--- config.mk ---
export PLATFORM = sky130hd
export DESIGN_NAME = glitch_pulse_gen
export DESIGN_NICKNAME = d
export VERILOG_FILES = /design/src/rtl/glitch_pkg.sv /design/src/rtl/glitch_prog_regs.sv /design/src/rtl/glitch_pulse_gen.sv
export SDC_FILE = /design/constraint.sdc
export NUM_CORES = 1
export LEC_CHECK = 0
export ABC_AREA = 1
export CAP_MARGIN = 0
export CORE_MARGIN = 1
export CORE_UTILIZATION = 50
export CTS_CLUSTER_SIZE = 28
export DETAILED_ROUTE_END_ITERATION = 8
export GPL_TIMING_DRIVEN = 1
export PLACE_DENSITY = 0.66
export SLEW_MARGIN = 10
export SYNTH_ARGS = -nofsm -noshare
export SYNTH_HDL_FRONTEND = slang
export SYNTH_SLANG_ARGS = --single-unit
--- constraint.sdc ---
create_clock -name sc_clk -period 6.7 [get_ports sc_clk]
set_input_delay 1.34 -clock sc_clk [delete_from_list [all_inputs] [get_ports sc_clk]]
set_output_delay 1.34 -clock sc_clk [all_outputs]
set_load 0.05 [all_outputs]
--- src/rtl/glitch_pkg.sv ---
// Shared types and constants for the glitch pulse generator.
package glitch_pkg;

    typedef enum logic [2:0] {
        IDLE,
        ARMED,
        DELAY,
        PULSE,
        GAP
    } state_t;

    localparam logic [1:0] SEL_DELAY  = 2'd0;
    localparam logic [1:0] SEL_WIDTH  = 2'd1;
    localparam logic [1:0] SEL_GAP    = 2'd2;
    localparam logic [1:0] SEL_REPEAT = 2'd3;

    localparam int DEF_DELAY_W  = 32;
    localparam int DEF_WIDTH_W  = 16;
    localparam int DEF_REPEAT_W = 8;

endpackage

--- src/rtl/glitch_prog_regs.sv ---
// Four serially loaded timing registers (MSB first); loading is only
// possible while the generator is idle.
module glitch_prog_regs
    import glitch_pkg::*;
#(
    parameter int DELAY_W    = DEF_DELAY_W,
    parameter int WIDTH_W    = DEF_WIDTH_W,
    parameter int REPEAT_W   = DEF_REPEAT_W,
    parameter int DEF_DELAY  = 0,
    parameter int DEF_WIDTH  = 4,
    parameter int DEF_GAP    = 1,
    parameter int DEF_REPEAT = 1
) (
    input  logic                clk,
    input  logic                rst,
    input  logic                shift_en,
    input  logic [1:0]          sel,
    input  logic                bit_in,
    output logic [DELAY_W-1:0]  delay,
    output logic [WIDTH_W-1:0]  width,
    output logic [WIDTH_W-1:0]  gap,
    output logic [REPEAT_W-1:0] rpt
);

    always_ff @(posedge clk or posedge rst) begin
        if (rst) begin
            delay <= DELAY_W'(DEF_DELAY);
            width <= WIDTH_W'(DEF_WIDTH);
            gap   <= WIDTH_W'(DEF_GAP);
            rpt   <= REPEAT_W'(DEF_REPEAT);
        end else if (shift_en) begin
            case (sel)
                SEL_DELAY:  delay <= {delay[DELAY_W-2:0], bit_in};
                SEL_WIDTH:  width <= {width[WIDTH_W-2:0], bit_in};
                SEL_GAP:    gap   <= {gap[WIDTH_W-2:0], bit_in};
                SEL_REPEAT: rpt   <= {rpt[REPEAT_W-2:0], bit_in};
                default: ;
            endcase
        end
    end

endmodule

--- src/rtl/glitch_pulse_gen.sv ---
// Armed trigger-edge driven glitch pulse train: delay, then repeat x
// (width high, gap low), with the final gap replaced by a done strobe.
module glitch_pulse_gen
    import glitch_pkg::*;
#(
    parameter int DELAY_W    = DEF_DELAY_W,
    parameter int WIDTH_W    = DEF_WIDTH_W,
    parameter int REPEAT_W   = DEF_REPEAT_W,
    parameter int DEF_DELAY  = 0,
    parameter int DEF_WIDTH  = 4,
    parameter int DEF_GAP    = 1,
    parameter int DEF_REPEAT = 1
) (
    input  logic       sc_clk,
    input  logic       sc_reset,
    input  logic       trigger,
    input  logic       arm,
    input  logic       abort,
    input  logic       prog_shift,
    input  logic [1:0] prog_sel,
    input  logic       prog_bit,
    output logic       glitch_out,
    output logic       armed,
    output logic       busy,
    output logic       done
);

    localparam int CNT_W = (DELAY_W > WIDTH_W) ? DELAY_W : WIDTH_W;

    state_t              state;
    logic                trig_q;
    logic                trig_edge;
    logic [CNT_W-1:0]    cnt;
    logic [REPEAT_W-1:0] pcnt;
    logic [REPEAT_W:0]   pcnt_nxt;
    logic                last_pulse;

    logic [DELAY_W-1:0]  delay_reg;
    logic [WIDTH_W-1:0]  width_reg, gap_reg, width_c, gap_c, eff_width, eff_gap;
    logic [REPEAT_W-1:0] repeat_reg, repeat_c, eff_repeat;

    glitch_prog_regs #(
        .DELAY_W    (DELAY_W),
        .WIDTH_W    (WIDTH_W),
        .REPEAT_W   (REPEAT_W),
        .DEF_DELAY  (DEF_DELAY),
        .DEF_WIDTH  (DEF_WIDTH),
        .DEF_GAP    (DEF_GAP),
        .DEF_REPEAT (DEF_REPEAT)
    ) u_regs (
        .clk      (sc_clk),
        .rst      (sc_reset),
        .shift_en (prog_shift && (state == IDLE)),
        .sel      (prog_sel),
        .bit_in   (prog_bit),
        .delay    (delay_reg),
        .width    (width_reg),
        .gap      (gap_reg),
        .rpt      (repeat_reg)
    );

    // Zero in width/gap/repeat means one.
    assign width_c  = (width_reg  == '0) ? WIDTH_W'(1)  : width_reg;
    assign gap_c    = (gap_reg    == '0) ? WIDTH_W'(1)  : gap_reg;
    assign repeat_c = (repeat_reg == '0) ? REPEAT_W'(1) : repeat_reg;

    assign trig_edge  = trigger && !trig_q;
    assign pcnt_nxt   = {1'b0, pcnt} + (REPEAT_W+1)'(1);
    assign last_pulse = pcnt_nxt >= {1'b0, eff_repeat};

    assign armed = (state == ARMED);
    assign busy  = (state == DELAY) || (state == PULSE) || (state == GAP);

    always_ff @(posedge sc_clk or posedge sc_reset) begin
        if (sc_reset) begin
            state      <= IDLE;
            trig_q     <= 1'b0;
            glitch_out <= 1'b0;
            done       <= 1'b0;
            cnt        <= '0;
            pcnt       <= '0;
            eff_width  <= '0;
            eff_gap    <= '0;
            eff_repeat <= '0;
        end else begin
            trig_q <= trigger;
            done   <= 1'b0;
            if (abort) begin
                state      <= IDLE;
                glitch_out <= 1'b0;
                cnt        <= '0;
                pcnt       <= '0;
            end else begin
                case (state)
                    IDLE: if (arm) state <= ARMED;
                    ARMED: if (trig_edge) begin
                        state      <= DELAY;
                        cnt        <= CNT_W'(delay_reg);
                        eff_width  <= width_c;
                        eff_gap    <= gap_c;
                        eff_repeat <= repeat_c;
                        pcnt       <= '0;
                    end
                    // Delay counts down to zero so a zero delay still costs one cycle.
                    DELAY: if (cnt == '0) begin
                        state      <= PULSE;
                        glitch_out <= 1'b1;
                        cnt        <= CNT_W'(eff_width);
                    end else begin
                        cnt <= cnt - CNT_W'(1);
                    end
                    PULSE: if (cnt <= CNT_W'(1)) begin
                        glitch_out <= 1'b0;
                        if (last_pulse) begin
                            state <= IDLE;
                            done  <= 1'b1;
                            cnt   <= '0;
                        end else begin
                            state <= GAP;
                            cnt   <= CNT_W'(eff_gap);
                            pcnt  <= pcnt_nxt[REPEAT_W-1:0];
                        end
                    end else begin
                        cnt <= cnt - CNT_W'(1);
                    end
                    GAP: if (cnt <= CNT_W'(1)) begin
                        state      <= PULSE;
                        glitch_out <= 1'b1;
                        cnt        <= CNT_W'(eff_width);
                    end else begin
                        cnt <= cnt - CNT_W'(1);
                    end
                    default: state <= IDLE;
                endcase
            end
        end
    end

endmodule

# Yosys cells after proc, flatten, opt, wreduce, memory -nomap -nowiden
# Index checks and enable logic that the tools add are counted.
# op_classes
add_sub_neg,2
n_mul,0
n_div,0
magnitude_cmp,2
n_eq_ne,13
shifts,0
mux,32
bitwise,1
n_reduce_logical,23
# op_table
cell,n
32-bit two-way mux,5
32-bit case mux with 4 select lines,1
16-bit two-way mux,3
8-bit two-way mux,5
"32-bit by 1-bit <= comparator with 1-bit output, second input constant",1
16-bit zero test,2
32-bit zero test,1
"32-bit by 1-bit subtractor with 32-bit output, second input constant",1
3-bit two-way mux,7
8-bit case mux with 2 select lines,1
3-bit case mux with 5 select lines,1
"3-bit by 2-bit != test with 1-bit output, second input constant",4
2-bit AND reduction,5
"8-bit by 1-bit adder with 9-bit output, second input constant",1
9-bit by 8-bit greater-or-equal comparator with 1-bit output,1
8-bit zero test,1
1-bit two-way mux,8
4-bit AND reduction,2
"3-bit by 2-bit equality test with 1-bit output, second input constant",2
"3-bit != test, second input constant",2
5-bit AND reduction,1
5-bit nonzero test,1
"2-bit equality test, second input constant",2
4-bit nonzero test,1
other kinds (12),14
# word_totals
register_bits,158
latchBits,0
ram_bits,0
rom_bits,0
input_bits,9
output_inout_bits,4
wordCells,86
mem_count,0

# Logic depth before layout (Yosys ltp)
# depth
word_depth,6
depth_mapped,19
ltp_nobuf,19

# Cells and area by module
# Synthesis repeated with hierarchy kept, for this count alone.
# unflattened
hier_cells,1123
area_unflattened_um2,8433.1
# by_module_without_submodules
mod,n_inst,cells_per_inst,area_each_um2,seq_area_each_um2
glitch_pulse_gen,1,803,5505.3,2152.1
glitch_prog_regs,1,320,2927.8,1805.5

# Worst setup path after synthesis
# No wires, ideal clock.
# synth_timing
path_kind,flip-flop to output port
start,register state[0]
end,output port busy
arrival_ns,1.395
t_required_ns,5.360
path_slack_ns,3.965
stages_incl_launch_ff,7
path_buffers,1
path_cell_list,dfrtp_1 inv_2 nand2_1 nor2_2 nor2_1 inv_2 buf_2
# synth_between
elab_chain_cells,3
word_cells_on_any_way,5
classes_between,eq/ne (3); reduce/logical (2)
# synth_lines
item,line,rtl
"start, declared",glitch_pulse_gen.sv:30,state_t state;
"start signal, assigned",glitch_pulse_gen.sv:76,state <= IDLE;
"start signal, assigned",glitch_pulse_gen.sv:89,state <= IDLE;
"start signal, assigned",glitch_pulse_gen.sv:95,IDLE: if (arm) state <= ARMED;
3-bit by 2-bit equality test with 1-bit output,glitch_pulse_gen.sv:72,assign busy = (state == DELAY) || (state == PULSE) || (state == GAP);
1-bit logical OR,glitch_pulse_gen.sv:72,
1-bit logical OR (*),glitch_pulse_gen.sv:72,
"end, declared",glitch_pulse_gen.sv:24,"output logic busy,"
# Mark *: on every way between the ends. The rest lies on a longest branch, timed or not.

# Worst setup path after layout
# Same ends and word-level chain as after synthesis.

==> run metrics <==
run status=completed; Maximum Capacitance Violations=0; proportion of layout cells with a drive suffix above 1=7.97%; minimum period implied by the final worst setup slack=4.32 ns; number of search-and-repair iterations in the first detailed-routing pass=6; Routed Antenna Nets=0; First DRT Iteration DRCs=530; number of buffer and inverter stages on the critical path=4; top-area cell type share of the netlist area=46.5%; reg2reg setup slack=3.71 ns; count of mapped cells out of synthesis=1,105; net count after synthesis=1,126; Netlist cell types=38; number of instances on the worst hold path=2; standard cell with the maximum stage delay on the critical path=sky130_fd_sc_hd__clkdlybuf4s50_1; wire length reported by the detailed router=19.5 mm; Final Non-Filler Cells=1,333; mean instance size in the synthesized netlist=7.55 µm²; final cycle utilization of the critical path=64.5%; launch instance of the worst min-delay path=u_regs.delay[3]; pwr dens=440 nW/µm²; DP Wirelength=13.9 mm; Hold EP=u_regs.delay[4]; clock skew after layout=0.0144 ns; antenna fix cells=0; maximum resistive drop on vdd=0.241 mV; Worst Setup Path Type=reg -> out; number of buffers between clock root and the deepest sink=2; post-cts sizing count=0; share of synthesized flip-flops with an asynchronous set or reset=100%; fraction of the mapped netlist area in simple logic gates=27.5%; antenna violations before repair=0; compound-gate portion of the synthesized area=11.7%; routability congestion estimate=0.949; Slew HR=39.0%; clock buffer count from CTS=17; Post-CTS Setup Inserts=0; die footprint=17,200 µm²; kind of launch point of the worst setup path=flop; area grow syn2layout=9.99%; required arrival time at the worst endpoint=5.36 ns; synthesized cell area=8340 µm²; multiplexer area fraction after synthesis=0.540%; fill cell count=1,493; share of synthesized area occupied by flip-flops and latches=47.5%; hold-fix buffer count after cts=0; R2R Path Start=pcnt[0]; pre-CTS WS=2.84 ns; depth of the worst register-to-register path=18; P_leak=4.40 nW; total grt overflow=0; synthesis warning total=0; main combinational cell family by area after synthesis=simple AND/OR/NAND/NOR gates; vias in the first global route=6,685; number of placement rows=46; number of port buffers=12; dpl cells=1,301; path type of the worst min-delay path=reg -> reg; H-tree levels=4; longest individual stage delay on the worst path=0.85 ns; highest clock frequency the design can meet=0.231 GHz; Final Max Tran Viols=0; Die Height=131 µm; leading cell types by total area after synthesis=sky130_fd_sc_hd__dfrtp_1 47%, sky130_fd_sc_hd__nand2_1 16%, sky130_fd_sc_hd__o21ai_0 5.2%; setup repair after global routing missed its margin=false; Clock Sink Count=158; setup violators final=0; slew of the pin with the lowest slew margin=0.915 ns; area of the placeable core=16,100 µm²; adder-cell area share of the yosys netlist=1.80%; I/O pin count=13; global-route wire length before repair=33.6 mm; most frequent cells in the layout=348 x sky130_fd_sc_hd__nand2_1, 155 x sky130_fd_sc_hd__dfrtp_1, 113 x sky130_fd_sc_hd__inv_1, 91 x sky130_fd_sc_hd__nor2_1, 86 x sky130_fd_sc_hd__o21ai_0; instance count on the critical path=7; total DRC errors in the routed layout=0; largest delay contributor family on the critical path=buffers and inverters; least setup slack across all paths after layout=2.38 ns; detailed-route via count=6,838; pin count of the biggest net entering global routing=75; total power consumption of the routed design=4.04 mW; type of destination of the critical path=primary output; most common cell after layout, fill and taps aside=sky130_fd_sc_hd__nand2_1; Yosys reg bits=158; multi-input gate area in the final layout=3730 µm²; Worst R2R End=pcnt[4]; NumNets Final=1,125; post-route setup TNS=0 ns; EDFF count, synth=0; data arrival at the endpoint of the critical path=2.98 ns; Top FF cell, synth=sky130_fd_sc_hd__dfrtp_1; share of the synthesized netlist area taken by xor and xnor gates=2.94%; number of vias per cell=5.13; global-route usage over all layers=24.6%; initial standard-cell utilization of the core=51.9%; FF/Latch Area=3960 µm²; library cell occupying the most area in the post-synthesis netlist=sky130_fd_sc_hd__dfrtp_1; CTS tree=built; ordered list of cells on the worst path=inv_2, nand2_1, nor2_2, nor2_2, buf_4, inv_2, clkdlybuf4s50_1; wire length per cell after detailed routing=14.6 µm; Root Buffer Master=sky130_fd_sc_hd__clkbuf_16; total count of hold-check failures in the final report=0; insertion delay to the later sink of the worst-skew pair=0.44 ns; width of the chip=131 µm; clock-pin slew of the registers on the worst-case setup and hold paths=0.06 ns; Crit Path Max Fanout=35; post-route worst hold slack=0.478 ns
## worst register-to-register path: cells and delay by family (launching register included)
kind            cells  cell delay (ns)
flops               1             0.41
fa+ha+maj           2             0.51
xor+xnor            1             0.13
compound gates      2             0.66
simple gates       12             1.10
buf+inv             1             0.09
## per-layer routing
metal  vias to the layer above  wire length [µm]  track usage (%)
met5                         -                 0                0
met4                         0               443             9.54
met3                        34               677             4.51
met2                       118              8940             38.7
met1                      3164              9470             33.8
li1                       3522                 -                -
## synthesized netlist by cell type (2+ instances only)
library cell / instances
sky130_fd_sc_hd__or2_2: 2
sky130_fd_sc_hd__nand4_1: 12
sky130_fd_sc_hd__o22ai_1: 5
sky130_fd_sc_hd__o2111ai_1: 2
sky130_fd_sc_hd__o21ai_0: 86
sky130_fd_sc_hd__dfstp_2: 3
sky130_fd_sc_hd__a21oi_1: 35
sky130_fd_sc_hd__nand2_4: 3
sky130_fd_sc_hd__inv_1: 114
sky130_fd_sc_hd__a22oi_1: 3
sky130_fd_sc_hd__xnor2_1: 7
sky130_fd_sc_hd__ha_1: 12
sky130_fd_sc_hd__xor2_1: 21
sky130_fd_sc_hd__buf_4: 2
sky130_fd_sc_hd__a31oi_1: 2
sky130_fd_sc_hd__nor4_1: 7
sky130_fd_sc_hd__buf_6: 2
sky130_fd_sc_hd__nand3_1: 58
sky130_fd_sc_hd__mux2_2: 2
sky130_fd_sc_hd__nor2_2: 9
sky130_fd_sc_hd__o21ai_1: 48
sky130_fd_sc_hd__nor2_1: 92
sky130_fd_sc_hd__clkbuf_1: 28
sky130_fd_sc_hd__mux2_1: 2
sky130_fd_sc_hd__nand2_2: 4
sky130_fd_sc_hd__nor3_1: 6
sky130_fd_sc_hd__nor3_2: 6
sky130_fd_sc_hd__dfrtp_1: 155
sky130_fd_sc_hd__nand2_1: 348
sky130_fd_sc_hd__inv_2: 14
sky130_fd_sc_hd__buf_2: 8
## metrics by stage
stage               utilization [%]  cell area, µm²
global placement               53.7            8630
finish                         57.1            9170
global route                   57.1            9170
floorplan                         -            8340
CTS                            57.1            9170
detailed placement             53.7            8630
## logic make-up after synthesis
family / count (synthesis)
DFF: 158
and+or+nand+nor: 549
xor gates and xnor gates: 28
adders and majority gates: 12
buffers and inverters: 169
AOI/OAI and AO/OA: 185
muxes: 4
## power breakdown
| part | total, mW | internal (mW) | switching (mW) |
|---|---|---|---|
| combinational | 1.48 | 0.496 | 0.982 |
| sequential | 1.65 | 1.35 | 0.303 |
| clock | 0.911 | 0.491 | 0.421 |
| total | 4.04 | 2.33 | 1.70 |
## layout make-up
cell class | instances | area share [%]
inverter | 129 | 5.33
sequential | 158 | 43.1
clock inverter | 13 | 1.13
timing repair buffer | 20 | 1.96
clock buffer | 19 | 4.83
multi-input combinational | 778 | 40.6
tap | 216 | 2.95
## worst max path at each step
stage | startpoint | endpoint | slack (ns)
3_3_place_gp | state[0] | busy | 2.88
3_5_place_dp | state[0] | busy | 2.84
2_1_floorplan | sc_reset | cnt[0] | 1.10
5_1_grt | state[0] | busy | 2.14
6_report | state[0] | busy | 2.38
4_1_cts | state[0] | busy | 2.37
Power figures use the tool's default switching activity.
